**src/rtl/apb_slave_regfile.sv**
```systemverilog
// -----------------------------------------------------------------------------
// apb_slave_regfile
// APB completer backed by NUM_REGS 32-bit read/write registers. Each transfer
// is held off by a fixed WAIT_CYCLES pready-low access cycles. Misaligned or
// out-of-range addresses complete with pslverr=1. An error never writes.
//
// Handshake: a transfer starts on the edge that sees psel=1, penable=0
// (setup). The master then holds psel=1, penable=1 (access) until it sees
// pready=1. pready is high for exactly one cycle, and the edge that ends that
// cycle closes the transfer. Dropping psel or penable while pready is still
// low aborts the transfer: nothing is written and no response is given.
//
// Ports:
//   pclk        in   APB clock, rising edge
//   prst_n      in   asynchronous active-low reset
//   psel        in   select from master
//   penable     in   access-phase indicator
//   paddr[31:0] in   byte address
//   pwrite      in   1 = write, 0 = read
//   pwdata[31:0]in   write data
//   pready      out  transfer completion (registered)
//   prdata[31:0]out  read data, valid only while pready=1 (registered)
//   pslverr     out  error response, valid only while pready=1 (registered)
//   o_dbg_state out  current FSM state (0 IDLE, 1 WAIT, 2 RESP)
// -----------------------------------------------------------------------------
module apb_slave_regfile #(
  parameter int NUM_REGS    = 16,
  parameter int WAIT_CYCLES = 1
) (
  input  logic        pclk,
  input  logic        prst_n,
  input  logic        psel,
  input  logic        penable,
  input  logic [31:0] paddr,
  input  logic        pwrite,
  input  logic [31:0] pwdata,
  output logic        pready,
  output logic [31:0] prdata,
  output logic        pslverr,
  output logic [1:0]  o_dbg_state
);

  localparam int IDX_W = $clog2(NUM_REGS);

  typedef enum logic [1:0] {
    S_IDLE = 2'd0,
    S_WAIT = 2'd1,
    S_RESP = 2'd2
  } state_t;

  state_t      r_state;
  state_t      w_state_nxt;
  logic [3:0]  r_cnt;
  logic [3:0]  w_cnt_nxt;

  logic [31:0] r_paddr;
  logic        r_pwrite;
  logic [31:0] r_pwdata;
  logic [31:0] r_regs [NUM_REGS];

  logic        w_setup;
  logic        w_access;
  logic        w_capture;
  logic        w_load_resp;
  logic        w_commit;

  logic [31:0]      w_dec_addr;
  logic             w_dec_write;
  logic             w_dec_err;
  logic [IDX_W-1:0] w_dec_idx;

  assign w_setup  = psel & ~penable;
  assign w_access = psel & penable;

  // With WAIT_CYCLES=0 the response is loaded on the same edge that captures
  // the transfer, so in IDLE the decoder must look at the live bus. In every
  // other state it sees only the latched copies.
  assign w_dec_addr  = (r_state == S_IDLE) ? paddr  : r_paddr;
  assign w_dec_write = (r_state == S_IDLE) ? pwrite : r_pwrite;
  assign w_dec_err   = (w_dec_addr[1:0] != 2'b00) ||
                       (w_dec_addr[31:IDX_W+2] != '0);
  assign w_dec_idx   = w_dec_addr[IDX_W+1:2];

  assign o_dbg_state = r_state;

  always_comb begin
    w_state_nxt = r_state;
    w_cnt_nxt   = r_cnt;
    w_capture   = 1'b0;
    w_load_resp = 1'b0;
    w_commit    = 1'b0;
    case (r_state)
      S_IDLE: begin
        if (w_setup) begin
          w_capture = 1'b1;
          if (WAIT_CYCLES == 0) begin
            w_state_nxt = S_RESP;
            w_load_resp = 1'b1;
          end else begin
            w_state_nxt = S_WAIT;
            w_cnt_nxt   = 4'(WAIT_CYCLES);
          end
        end
      end
      S_WAIT: begin
        if (w_access) begin
          if (r_cnt == 4'd1) begin
            w_state_nxt = S_RESP;
            w_load_resp = 1'b1;
          end else begin
            w_cnt_nxt = r_cnt - 4'd1;
          end
        end else begin
          w_state_nxt = S_IDLE;
        end
      end
      S_RESP: begin
        w_state_nxt = S_IDLE;
        w_commit    = w_access & r_pwrite & ~w_dec_err;
      end
      default: w_state_nxt = S_IDLE;
    endcase
  end

  always_ff @(posedge pclk or negedge prst_n) begin
    if (!prst_n) begin
      r_state <= S_IDLE;
      r_cnt   <= 4'd0;
    end else begin
      r_state <= w_state_nxt;
      r_cnt   <= w_cnt_nxt;
    end
  end

  always_ff @(posedge pclk or negedge prst_n) begin
    if (!prst_n) begin
      r_paddr  <= 32'd0;
      r_pwrite <= 1'b0;
      r_pwdata <= 32'd0;
    end else if (w_capture) begin
      r_paddr  <= paddr;
      r_pwrite <= pwrite;
      r_pwdata <= pwdata;
    end
  end

  always_ff @(posedge pclk or negedge prst_n) begin
    if (!prst_n) begin
      for (int i = 0; i < NUM_REGS; i++) r_regs[i] <= 32'd0;
    end else if (w_commit) begin
      r_regs[w_dec_idx] <= r_pwdata;
    end
  end

  // Response registers: loaded on the edge entering RESP, cleared on the
  // closing edge, so pready is high for exactly one cycle.
  always_ff @(posedge pclk or negedge prst_n) begin
    if (!prst_n) begin
      pready  <= 1'b0;
      pslverr <= 1'b0;
      prdata  <= 32'd0;
    end else begin
      pready  <= w_load_resp;
      pslverr <= w_load_resp & w_dec_err;
      prdata  <= (w_load_resp && !w_dec_err && !w_dec_write) ?
                 r_regs[w_dec_idx] : 32'd0;
    end
  end

endmodule

```
**config.mk**
```make
export PLATFORM = sky130hd
export DESIGN_NAME = apb_slave_regfile
export DESIGN_NICKNAME = d
export VERILOG_FILES = /design/src/rtl/apb_slave_regfile.sv
export SDC_FILE = /design/constraint.sdc
export NUM_CORES = 1
export LEC_CHECK = 0
export BUFFER_PORTS_ARGS = -buffer_cell sky130_fd_sc_hd__buf_4
export CORE_ASPECT_RATIO = 0.75
export CORE_UTILIZATION = 60
export DETAILED_ROUTE_END_ITERATION = 16
export PLACE_DENSITY = 0.78
export SETUP_SLACK_MARGIN = 0.15
export SKIP_LAST_GASP = 1
export SYNTH_ARGS = -nofsm -noshare
export SYNTH_HDL_FRONTEND = slang
export SYNTH_SLANG_ARGS = --single-unit
export TNS_END_PERCENT = 20
```
**constraint.sdc**
```tcl
create_clock -name pclk -period 3.05 [get_ports pclk]
set_input_delay 0.1525 -clock pclk [delete_from_list [all_inputs] [get_ports pclk]]
set_output_delay 0.1525 -clock pclk [all_outputs]
set_load 0.05 [all_outputs]
```
==> results.json <==
{
  "synth_edf_count": 0,
  "finalCriticalPeriod_ns": 2.80,
  "post-dp-hpwl_mm": 37.1,
  "final_core_util_pct": 71.7,
  "end_kind": "register",
  "ios": 105,
  "rrSetupSlack_ns": 0.25,
  "powerDensity_nw_per_um2": 580,
  "portBuffers": 104,
  "slew_headroom_pct": 15.0,
  "antenna_cells": 0,
  "synthCells": 1907,
  "antenna_found_initial": 1,
  "cts_tree": "done",
  "slew_violations": 0,
  "ant_nets": 0,
  "worstMarginPinSlew_ns": 1.27,
  "min_to": "r_cnt[1]$_DFFE_PN0P_",
  "r2r-start": "o_dbg_state[0]$_DFFE_PN0P_",
  "drt_pre_antenna_iters": 5,
  "grtUsageTotal_pct": 30.1,
  "numClockSinks": 617,
  "routed_via_density": 6.47,
  "cts_buffers": 55,
  "worstPathArrival_ns": 3.27,
  "via_count": 17252,
  "critPathMaxFanout": 24,
  "fp.dieW_um": 242,
  "wl_mm": 65.1,
  "synth_ff_type": "dfrtp_1",
  "hp-class": "input port to register",
  "gp_congestion": 0.774,
  "cts_root_buf": "clkbuf_16",
  "fp.dieH_um": 182,
  "ys_ff_latch": 617,
  "yosys_warnings": 0,
  "synth_fp_nets": 1978,
  "crit_required_ns": 3.52,
  "startpoint": "o_dbg_state[0]$_DFFE_PN0P_",
  "synth_area_sq_um": 25900,
  "hold_slack_ns": 0.0742,
  "yosysSeqAreaShare_pct": 59.5,
  "grt_overflow": 0,
  "setup_viol": 0,
  "postPlaceCellArea_sq_um": 27900,
  "skew_ns": 0.0120,
  "hold_depth": 5,
  "fin_crit_sh_pct": 91.8,
  "hold_path.startpoint": "penable",
  "drc": 0,
  "fp.dieArea_sq_um": 44100,
  "vdd_drop_max_mv": 0.527,
  "synthArstFlopShare_pct": 100,
  "rsz0062_at_grt": "yes",
  "fin_ws_ns": 0.251,
  "nFillCells": 2764,
  "grt_pass1_vias": 18191,
  "start_util_pct": 61.2,
  "post_drt_wl_per_cell_um": 24.4,
  "fmax_mhz": 357,
  "p_leak_uw": 0.0148,
  "final_cell_mix": "dfrtp_1, mux2_2, o22ai_1, buf_4, o21ai_0",
  "drt_iter0_markers": 1259,
  "final_common_cell": "dfrtp_1",
  "cap_violations": 0,
  "fin_tns_setup_ns": 0,
  "path_clk_slew_ns": 0.06,
  "hold_viol": 0,
  "cts_buffer_depth": 3,
  "setup.worst_path.class": "register to register",
  "clk_latency_ns": 0.60,
  "rows": 65,
  "cp-start-kind": "register",
  "dpl_worst_slack_ns": 0.148,
  "r2r_cells": 6,
  "status": "finished, final reports clean",
  "post_route_cells_drive_above_1_share_pct": 39.8,
  "fin_area_sq_um": 30400,
  "nNetsFinal": 2129,
  "h-tree-depth": 2,
  "synth_cell_type_count": 44,
  "grt_start_max_net_pins": 91,
  "core-area_sq_um": 42400,
  "grt_pass1_wl_mm": 104,
  "synthToLayoutAreaGrowth_pct": 17.1,
  "syn_area_per_cell_sq_um": 13.6,
  "worst_r2r_endpoint": "r_regs[202]$_DFFE_PN0P_"
}
[what timing repair did]
item	4_1_cts	5_1_grt
resized for setup	0	2
pin swaps	1	0
endpoints found under the hold margin	145	0
setup buffers	5	0
hold buffers	68	0
setup endpoints to repair	3	68
[worst max-delay path, stage by stage, from the launching register on]
cell	delay, ns
dfrtp_1	0.46
or4b_1	0.58
o21ai_1	0.30
nand2_1	0.36
nor3b_4	0.32
buf_12	0.28
mux2_1	0.36
[layer usage]
metal,GRT usage (%),routed length [um],vias up
li1,-,-,7431
met3,5.06,3940,141
met5,0,0,-
met2,47.7,30600,605
met1,43.0,28700,9075
met4,9.57,1830,0
[report_power, final]
part	internal, uW	switching [uW]
Combinational	795	1110
Sequential	8370	510
Clock	3820	3000
[final cells by class]
class                           instances  area [sq um]  share of cell area, %
Inverter                               11          41.3                  0.136
Multi-Input combinational cell       1118          9910                   32.6
Clock buffer                           84          1660                   5.45
Timing Repair Buffer                  255          2490                   8.21
Sequential cell                       617         15400                   50.8
Tap cell                              569           712                   2.34
Clock inverter                         13           114                  0.375
[per-stage QoR]
step                      total power [uW]  std cells
final                                17600       2667
after global routing                 18200       2667
after CTS                            17700       2667
after detailed placement             10800       2497
after global placement               10700       2497
after floorplan                       9890       1907
[synth_stat cells (2+ instances only)]
| cell type | number | area, sq um |
|---|---|---|
| a21oi_1 | 3 | 15.0 |
| a221o_1 | 2 | 20.0 |
| a22oi_1 | 4 | 30.0 |
| a31oi_1 | 2 | 12.5 |
| buf_1 | 43 | 161 |
| buf_2 | 47 | 235 |
| buf_4 | 6 | 45.0 |
| clkbuf_1 | 64 | 240 |
| dfrtp_1 | 617 | 15400 |
| ha_1 | 2 | 25.0 |
| inv_1 | 11 | 41.3 |
| mux2_1 | 38 | 428 |
| mux2_2 | 538 | 6060 |
| nand2_1 | 12 | 45.0 |
| nand2b_1 | 4 | 25.0 |
| nand3_1 | 3 | 15.0 |
| nand3b_1 | 4 | 30.0 |
| nand4_1 | 34 | 213 |
| nand4b_1 | 2 | 17.5 |
| nor2_1 | 39 | 146 |
| nor3_1 | 3 | 15.0 |
| nor3_2 | 8 | 80.1 |
| nor3b_2 | 2 | 25.0 |
| nor3b_4 | 6 | 113 |
| nor4_1 | 12 | 75.1 |
| o21a_1 | 2 | 15.0 |
| o21ai_0 | 126 | 631 |
| o221ai_1 | 2 | 17.5 |
| o22ai_1 | 250 | 1560 |
| o31a_1 | 2 | 17.5 |
| o31ai_1 | 3 | 22.5 |
| or4_1 | 3 | 22.5 |
| xor2_1 | 2 | 17.5 |
[worst max-delay path by stage]
stage / end / cells past startpoint
2_1_floorplan: r_regs[193]$_DFFE_PN0P_ / 8
3_3_place_gp: r_regs[30]$_DFFE_PN0P_ / 6
3_5_place_dp: r_regs[426]$_DFFE_PN0P_ / 6
4_1_cts: r_regs[490]$_DFFE_PN0P_ / 7
5_1_grt: r_regs[198]$_DFFE_PN0P_ / 6
6_report: r_regs[202]$_DFFE_PN0P_ / 6
[flip-flops by register name, indices dropped and copies added (netlist names)]
name and count:
pready 1, r_regs 512, r_cnt 4, r_pwrite 1, prdata 32, r_paddr 32
r_pwdata 32, o_dbg_state 2, pslverr 1
[cells by family after synthesis]
logic type	count (synthesis)	synth area share [%]
AOI/OAI and AO/OA	398	9.09
xor gates and xnor gates	2	0.0675
adders and majority gates	2	0.0964
buffers and inverters	172	2.83
DFF	617	59.5
muxes	576	25.0
and+or+nand+nor	140	3.40
Power figures use the tool's default switching activity.
